## src/rtl/rb_pkg.sv

```systemverilog
// Shared constants and helpers for the four-bank ring-buffer controller.
package rb_pkg;

  localparam int unsigned RB_BANKS  = 4;
  localparam int unsigned RB_BANK_W = 2;
  localparam int unsigned RB_DATA_W = 8;

  typedef logic [RB_BANKS-1:0] rb_bank_mask_t;

  // 2-bit bank index to one-hot bank strobe.
  function automatic rb_bank_mask_t rb_onehot4(input logic [RB_BANK_W-1:0] sel);
    rb_bank_mask_t oh;
    oh      = '0;
    oh[sel] = 1'b1;
    return oh;
  endfunction

endpackage

```

## src/rtl/rb_ptr.sv

```systemverilog
// Wrapping ring-buffer pointer split into bank (low bits) and word (high bits).
module rb_ptr
  import rb_pkg::*;
#(
  parameter int unsigned ADDR_W = 9
) (
  input  logic                 clk,
  input  logic                 rst,
  input  logic                 inc,
  output logic [RB_BANK_W-1:0] bank,
  output logic [ADDR_W-1:0]    word
);

  localparam int unsigned PtrW = ADDR_W + RB_BANK_W;

  logic [PtrW-1:0] ptr_q;

  // Pointer register; wraps naturally at the full bank*word depth.
  always_ff @(posedge clk or posedge rst) begin
    if (rst) begin
      ptr_q <= '0;
    end else if (inc) begin
      ptr_q <= ptr_q + PtrW'(1);
    end
  end

  assign bank = ptr_q[RB_BANK_W-1:0];
  assign word = ptr_q[PtrW-1:RB_BANK_W];

endmodule

```

## src/rtl/rb_bank_ctrl.sv

```systemverilog
// Ring-buffer controller striping entries round-robin over four BRAM banks.
// Optional feature macro: RB_ALMOST_FULL_EN (registered almost_full output).
module rb_bank_ctrl
  import rb_pkg::*;
#(
  parameter int unsigned ADDR_W    = 9,
  parameter int unsigned AF_THRESH = (RB_BANKS << ADDR_W) - 8
) (
  input  logic                 clk,
  input  logic                 rst,
  input  logic                 wr_valid,
  input  logic [RB_DATA_W-1:0] wr_data,
  output logic                 wr_ready,
  output logic [RB_BANKS-1:0]  bank_we,
  output logic [ADDR_W-1:0]    bank_waddr,
  output logic [RB_DATA_W-1:0] bank_wdata,
  output logic [RB_BANKS-1:0]  bank_re,
  output logic [ADDR_W-1:0]    bank_raddr,
  output logic [RB_BANK_W-1:0] mux_sel,
  output logic                 mux_en,
  output logic                 rd_valid,
  input  logic                 rd_ready,
  output logic [ADDR_W+2:0]    count,
  output logic                 full,
  output logic                 empty,
  output logic                 almost_full
);

  localparam int unsigned DEPTH = RB_BANKS << ADDR_W;
  localparam int unsigned CntW  = ADDR_W + 3;
  localparam logic [CntW-1:0] CntFull = CntW'(DEPTH);

  logic [CntW-1:0]      count_q, count_d;
  logic                 rd_valid_q, rd_valid_d;
  logic [RB_BANK_W-1:0] mux_sel_q, mux_sel_d;
  logic                 wa, ri;
  logic [RB_BANK_W-1:0] wbank, rbank;
  logic [ADDR_W-1:0]    wword, rword;

  assign full     = (count_q == CntFull);
  assign empty    = (count_q == '0);
  assign wr_ready = !full && !rst;
  assign wa       = wr_valid && wr_ready;
  // Issue a read whenever the output stage is free or being emptied this cycle.
  assign ri       = !empty && (!rd_valid_q || rd_ready);

  rb_ptr #(
    .ADDR_W(ADDR_W)
  ) u_wptr (
    .clk (clk),
    .rst (rst),
    .inc (wa),
    .bank(wbank),
    .word(wword)
  );

  rb_ptr #(
    .ADDR_W(ADDR_W)
  ) u_rptr (
    .clk (clk),
    .rst (rst),
    .inc (ri),
    .bank(rbank),
    .word(rword)
  );

  // Combinational bank strobes and addresses for the current accept/issue.
  always_comb begin
    bank_we    = '0;
    bank_re    = '0;
    bank_waddr = wword;
    bank_raddr = rword;
    bank_wdata = wr_data;
    if (wa) begin
      bank_we = rb_onehot4(wbank);
    end
    if (ri) begin
      bank_re = rb_onehot4(rbank);
    end
  end

  // Next-state for occupancy and the read output stage.
  always_comb begin
    count_d    = count_q;
    rd_valid_d = rd_valid_q;
    mux_sel_d  = mux_sel_q;
    if (wa && !ri) begin
      count_d = count_q + CntW'(1);
    end else if (ri && !wa) begin
      count_d = count_q - CntW'(1);
    end
    if (ri) begin
      rd_valid_d = 1'b1;
      mux_sel_d  = rbank;
    end else if (rd_valid_q && rd_ready) begin
      rd_valid_d = 1'b0;
    end
  end

  // State registers.
  always_ff @(posedge clk or posedge rst) begin
    if (rst) begin
      count_q    <= '0;
      rd_valid_q <= 1'b0;
      mux_sel_q  <= '0;
    end else begin
      count_q    <= count_d;
      rd_valid_q <= rd_valid_d;
      mux_sel_q  <= mux_sel_d;
    end
  end

  assign count    = count_q;
  assign rd_valid = rd_valid_q;
  assign mux_en   = rd_valid_q;
  assign mux_sel  = mux_sel_q;

`ifdef RB_ALMOST_FULL_EN
  localparam logic [CntW-1:0] CntAf = CntW'(AF_THRESH);

  logic almost_full_q;

  // Registered almost-full, computed from the next occupancy.
  always_ff @(posedge clk or posedge rst) begin
    if (rst) begin
      almost_full_q <= 1'b0;
    end else begin
      almost_full_q <= (count_d >= CntAf);
    end
  end

  assign almost_full = almost_full_q;
`else
  logic unused_af_thresh;
  assign unused_af_thresh = ^AF_THRESH;
  assign almost_full      = 1'b0;
`endif

endmodule

```

## config.mk

```make
export PLATFORM = sky130hd
export DESIGN_NAME = rb_bank_ctrl
export DESIGN_NICKNAME = d
export VERILOG_FILES = /design/src/rtl/rb_pkg.sv /design/src/rtl/rb_ptr.sv /design/src/rtl/rb_bank_ctrl.sv
export SDC_FILE = /design/constraint.sdc
export NUM_CORES = 1
export LEC_CHECK = 0
export ABC_AREA = 1
export BUFFER_PORTS_ARGS = -buffer_cell sky130_fd_sc_hd__buf_2
export CAP_MARGIN = 20
export CORE_MARGIN = 2
export CORE_UTILIZATION = 25
export DETAILED_ROUTE_END_ITERATION = 6
export PLACE_DENSITY = 0.52
export SLEW_MARGIN = 0
export SYNTH_ARGS = -nofsm -noshare
export SYNTH_HDL_FRONTEND = slang
export SYNTH_HIERARCHICAL = 1
export SYNTH_SLANG_ARGS = --single-unit
```

## constraint.sdc

```tcl
create_clock -name clk -period 3.32 [get_ports clk]
set_input_delay 0.332 -clock clk [delete_from_list [all_inputs] [get_ports clk]]
set_output_delay 0.332 -clock clk [all_outputs]
set_load 0.1 [all_outputs]
```

==> reports/metrics.csv <==
stage,metric,value,unit
status,status,finished clean,
yosys,yosys.cell_types.count,27,
clock_network,cts_setup_buffers,0,
clock_network,cts_buffers,5,
yosys,synthCells,343,
floorplan,dieHeight,104,um
yosys,syn_area,2510,sq um
clock_network,htree_num_levels,2,
cells_and_area,syn2layout_area_growth,19.3,%
detailed_routing,firstDrtPassIters,4,
worst_setup_path,crit_type,flip-flop to flip-flop,
global_routing,antenna_found_initial,0,
clock_network,clk_path_buf_depth,2,
cells_and_area,fillers,1063,
timing,finalCritPeriodShare,86.5,%
placement,hpwl,4500,um
detailed_routing,vias_per_cell,4.13,
floorplan,die_w,104,um
cells_and_area,multi_input_area,1290,sq um
global_routing,grt_first_pass_wirelength,9720,um
placement,portBuffers,48,
global_routing,top_usage_layer,met2,
clock_network,cts-resized-gates,0,
worst_hold_path,hold_path.class,input port to async pin,
worst_setup_path,cp-end-kind,flip-flop,
yosys,seq_area_frac_synth,36.9,%
cells_and_area,fin_area,3000,sq um
global_routing,grt_pass1_vias,1993,
placement,gp_congestion,0.808,
worst_setup_path,critPathLaunchType,flip-flop,
global_routing,grtUsageMet3,3.38,%
yosys,async_flop_share,100,%
clock_network,clock_sinks,37,
cells_and_area,drive_gt1_share,24.9,%
floorplan,rows,36,
flow_run,drv_cap,0,
cells_and_area,n_antenna_cell,0,
timing,hold_viol,0,
detailed_routing,drt_iter0_drc,110,
global_routing,grt_overflow,0,
worst_setup_path,path_cells,nor2_1 > nand3_1 > nor2_2 > nand2_1 > inv_4 > nor2_4 > nand2_4 > inv_2 > ha_1 > inv_2 > ha_1 > nand2_1 > nand3_1 > nand2_1 > nand4_1 > nand3_1 > o21ai_0,
yosys,syn_nets,369,
worst_setup_path,cp.required,3480,ps
detailed_routing,wire_per_inst,11.1,um
placement,dpl-instance-area,2890,sq um
timing,worst_pin_slew,651,ps
clock_network,cts_tree,built,
worst_setup_path,slowest_stage,dfrtp_4,
worst_setup_path,arrival,3030,ps
clock_network,clk_latency,290,ps
floorplan,start_util,25.7,%
worst_setup_path,worstPathMaxFanout,11,
worst_setup_path,r2r_setup_slack,450,ps
worst_setup_path,reg2reg_from,count[0],
timing,setup_violations,0,
global_routing,groute.usage.overall,11.1,%
floorplan,coreArea,9770,sq um
cells_and_area,nNetsFinal,412,
floorplan,die_area,10900,sq um
timing,slew_violations,0,
yosys,yosys_warnings,6,
timing,tns,0,ps
timing,clock.fmax,348,MHz
timing,fin_skew,6.22,ps
detailed_routing,drcViolationCount,0,
worst_setup_path,rr_endpoint,count[7],
worst_setup_path,max_stage_delay,520,ps
floorplan,ioPinCount,66,
timing,fin_crit,2870,ps
detailed_routing,ant_nets,0,
global_routing,grtUsageMet2,16.9,%
global_routing,globalRouteMet1Util,15.0,%
yosys,avgSynthCellArea,7.32,sq um
clock_network,clkSlewWorstSetupHoldPaths,80,ps
timing,rsz0062_at_grt,false,
global_routing,grt_max_degree,16,
clock_network,cts_root_buf,clkbuf_8,
timing,relSlewSlack,56.5,%
clock_network,postCtsHoldBufs,0,
cells_and_area,ff_latch_area,968,sq um
detailed_routing,via_count,2142,
worst_setup_path,ff2ff_path_depth,17,
detailed_routing,wirelength,5760,um
yosys,synth_edf_count,0,
yosys,ys_seq_elements,37,
yosys,dominantRegCellSynth,dfrtp_1,
-- state kept, by name, summed over array words and instances, names as in the netlist --
signal / count
mux_en: 1
u_rptr/ptr_q: 11
count: 12
mux_sel: 2
u_wptr/ptr_q: 11
-- Yosys cell counts (4+ instances only) --
cell type  number  area share, %
a21oi_1         6            1.2
buf_4          10            3.0
dfrtp_1        37             37
ha_1           13            6.5
inv_1          57            8.5
nand2_1       102             15
nand2_2         8            2.0
nand3_1        21            4.2
nand4_1         8            2.0
nor2_1         31            4.6
nor2_4          5            2.2
o21ai_0         4           0.80
o21ai_1         5            1.0
xnor2_1         7            2.4
xor2_1         10            3.5
-- through the flow --
step / hold WS, ps / util, % / worst slack [ps] / std cells
3_5_place_dp: 417 / 29.6 / 465 / 512
5_1_grt: 115 / 30.6 / 146 / 519
2_1_floorplan: 184 / - / -167 / 343
3_3_place_gp: 414 / 29.6 / 556 / 512
6_report: 89.9 / 30.6 / 449 / 519
4_1_cts: 96.3 / 30.6 / 448 / 519
-- worst max path at each step --
stage              from  slack, ps    endpoint
3_5_place_dp   count[0]        460    count[7]
3_3_place_gp   count[0]        560    count[8]
5_1_grt        count[0]        150    count[7]
6_report       count[0]        450    count[7]
2_1_floorplan    mux_en       -170  bank_re[0]
4_1_cts        count[0]        450    count[7]
-- kinds of logic (layout without fill, tap and decap cells) --
| kind of cell | Yosys count | in the layout | synth area share [%] |
|---|---|---|---|
| AND/OR/NAND/NOR | 183 | 183 | 32.9 |
| buffers and inverters | 72 | 115 | 12.5 |
| flip-flops | 37 | 37 | 36.9 |
| AO/OA/AOI/OAI | 17 | 17 | 3.49 |
| XOR/XNOR | 17 | 17 | 5.93 |
| adder cells (fa/ha/maj) | 14 | 14 | 7.28 |
| multiplexers | 2 | 2 | 0.897 |
| other | 1 | 1 | 0.149 |
-- area by class of cell --
type | count | share of cell area, %
clock buffer | 5 | 2.30
sequential | 37 | 32.3
inverter | 60 | 7.69
timing repair buffer | 48 | 8.02
multi-input combinational | 234 | 42.9
tap | 133 | 5.56
clock inverter | 2 | 1.17
-- worst max-delay path: cells and delay by family (launching register included) --
kind / cells / cell delay (ps)
AOI/OAI and AO/OA: 1 / 90
adders and majority gates: 2 / 560
buffers and inverters: 3 / 340
DFF: 1 / 520
and+or+nand+nor: 11 / 1250
-- placed cells by master (no fill, tap or decap) --
master / instances
o22ai_1: 2
xnor2_1: 7
bufinv_16: 1
nand4_1: 8
nand2_2: 7
nand2_4: 3
clkbuf_8: 5
mux2_2: 2
nand3_1: 21
xor2_1: 10
conb_1: 1
o21ai_0: 4
dfrtp_4: 11
nor2_2: 5
nor2_4: 5
inv_4: 2
ha_1: 13
a21oi_1: 6
dfrtp_1: 25
dfrtp_2: 1
nor2_1: 27
buf_2: 48
nand3_2: 2
inv_2: 3
fa_1: 1
inv_1: 55
clkinv_2: 1
o21ai_1: 5
or2_0: 1
nor3_1: 2
nand2_1: 102
-- layer usage --
layer | up-vias | wire length (um)
met5 | - | 0
met2 | 39 | 2520
met4 | 0 | 77
met1 | 969 | 2870
met3 | 5 | 293
li1 | 1129 | -
Power is not shown: default switching activity piles up to over one toggle a cycle in this logic, so the estimate is an artifact.
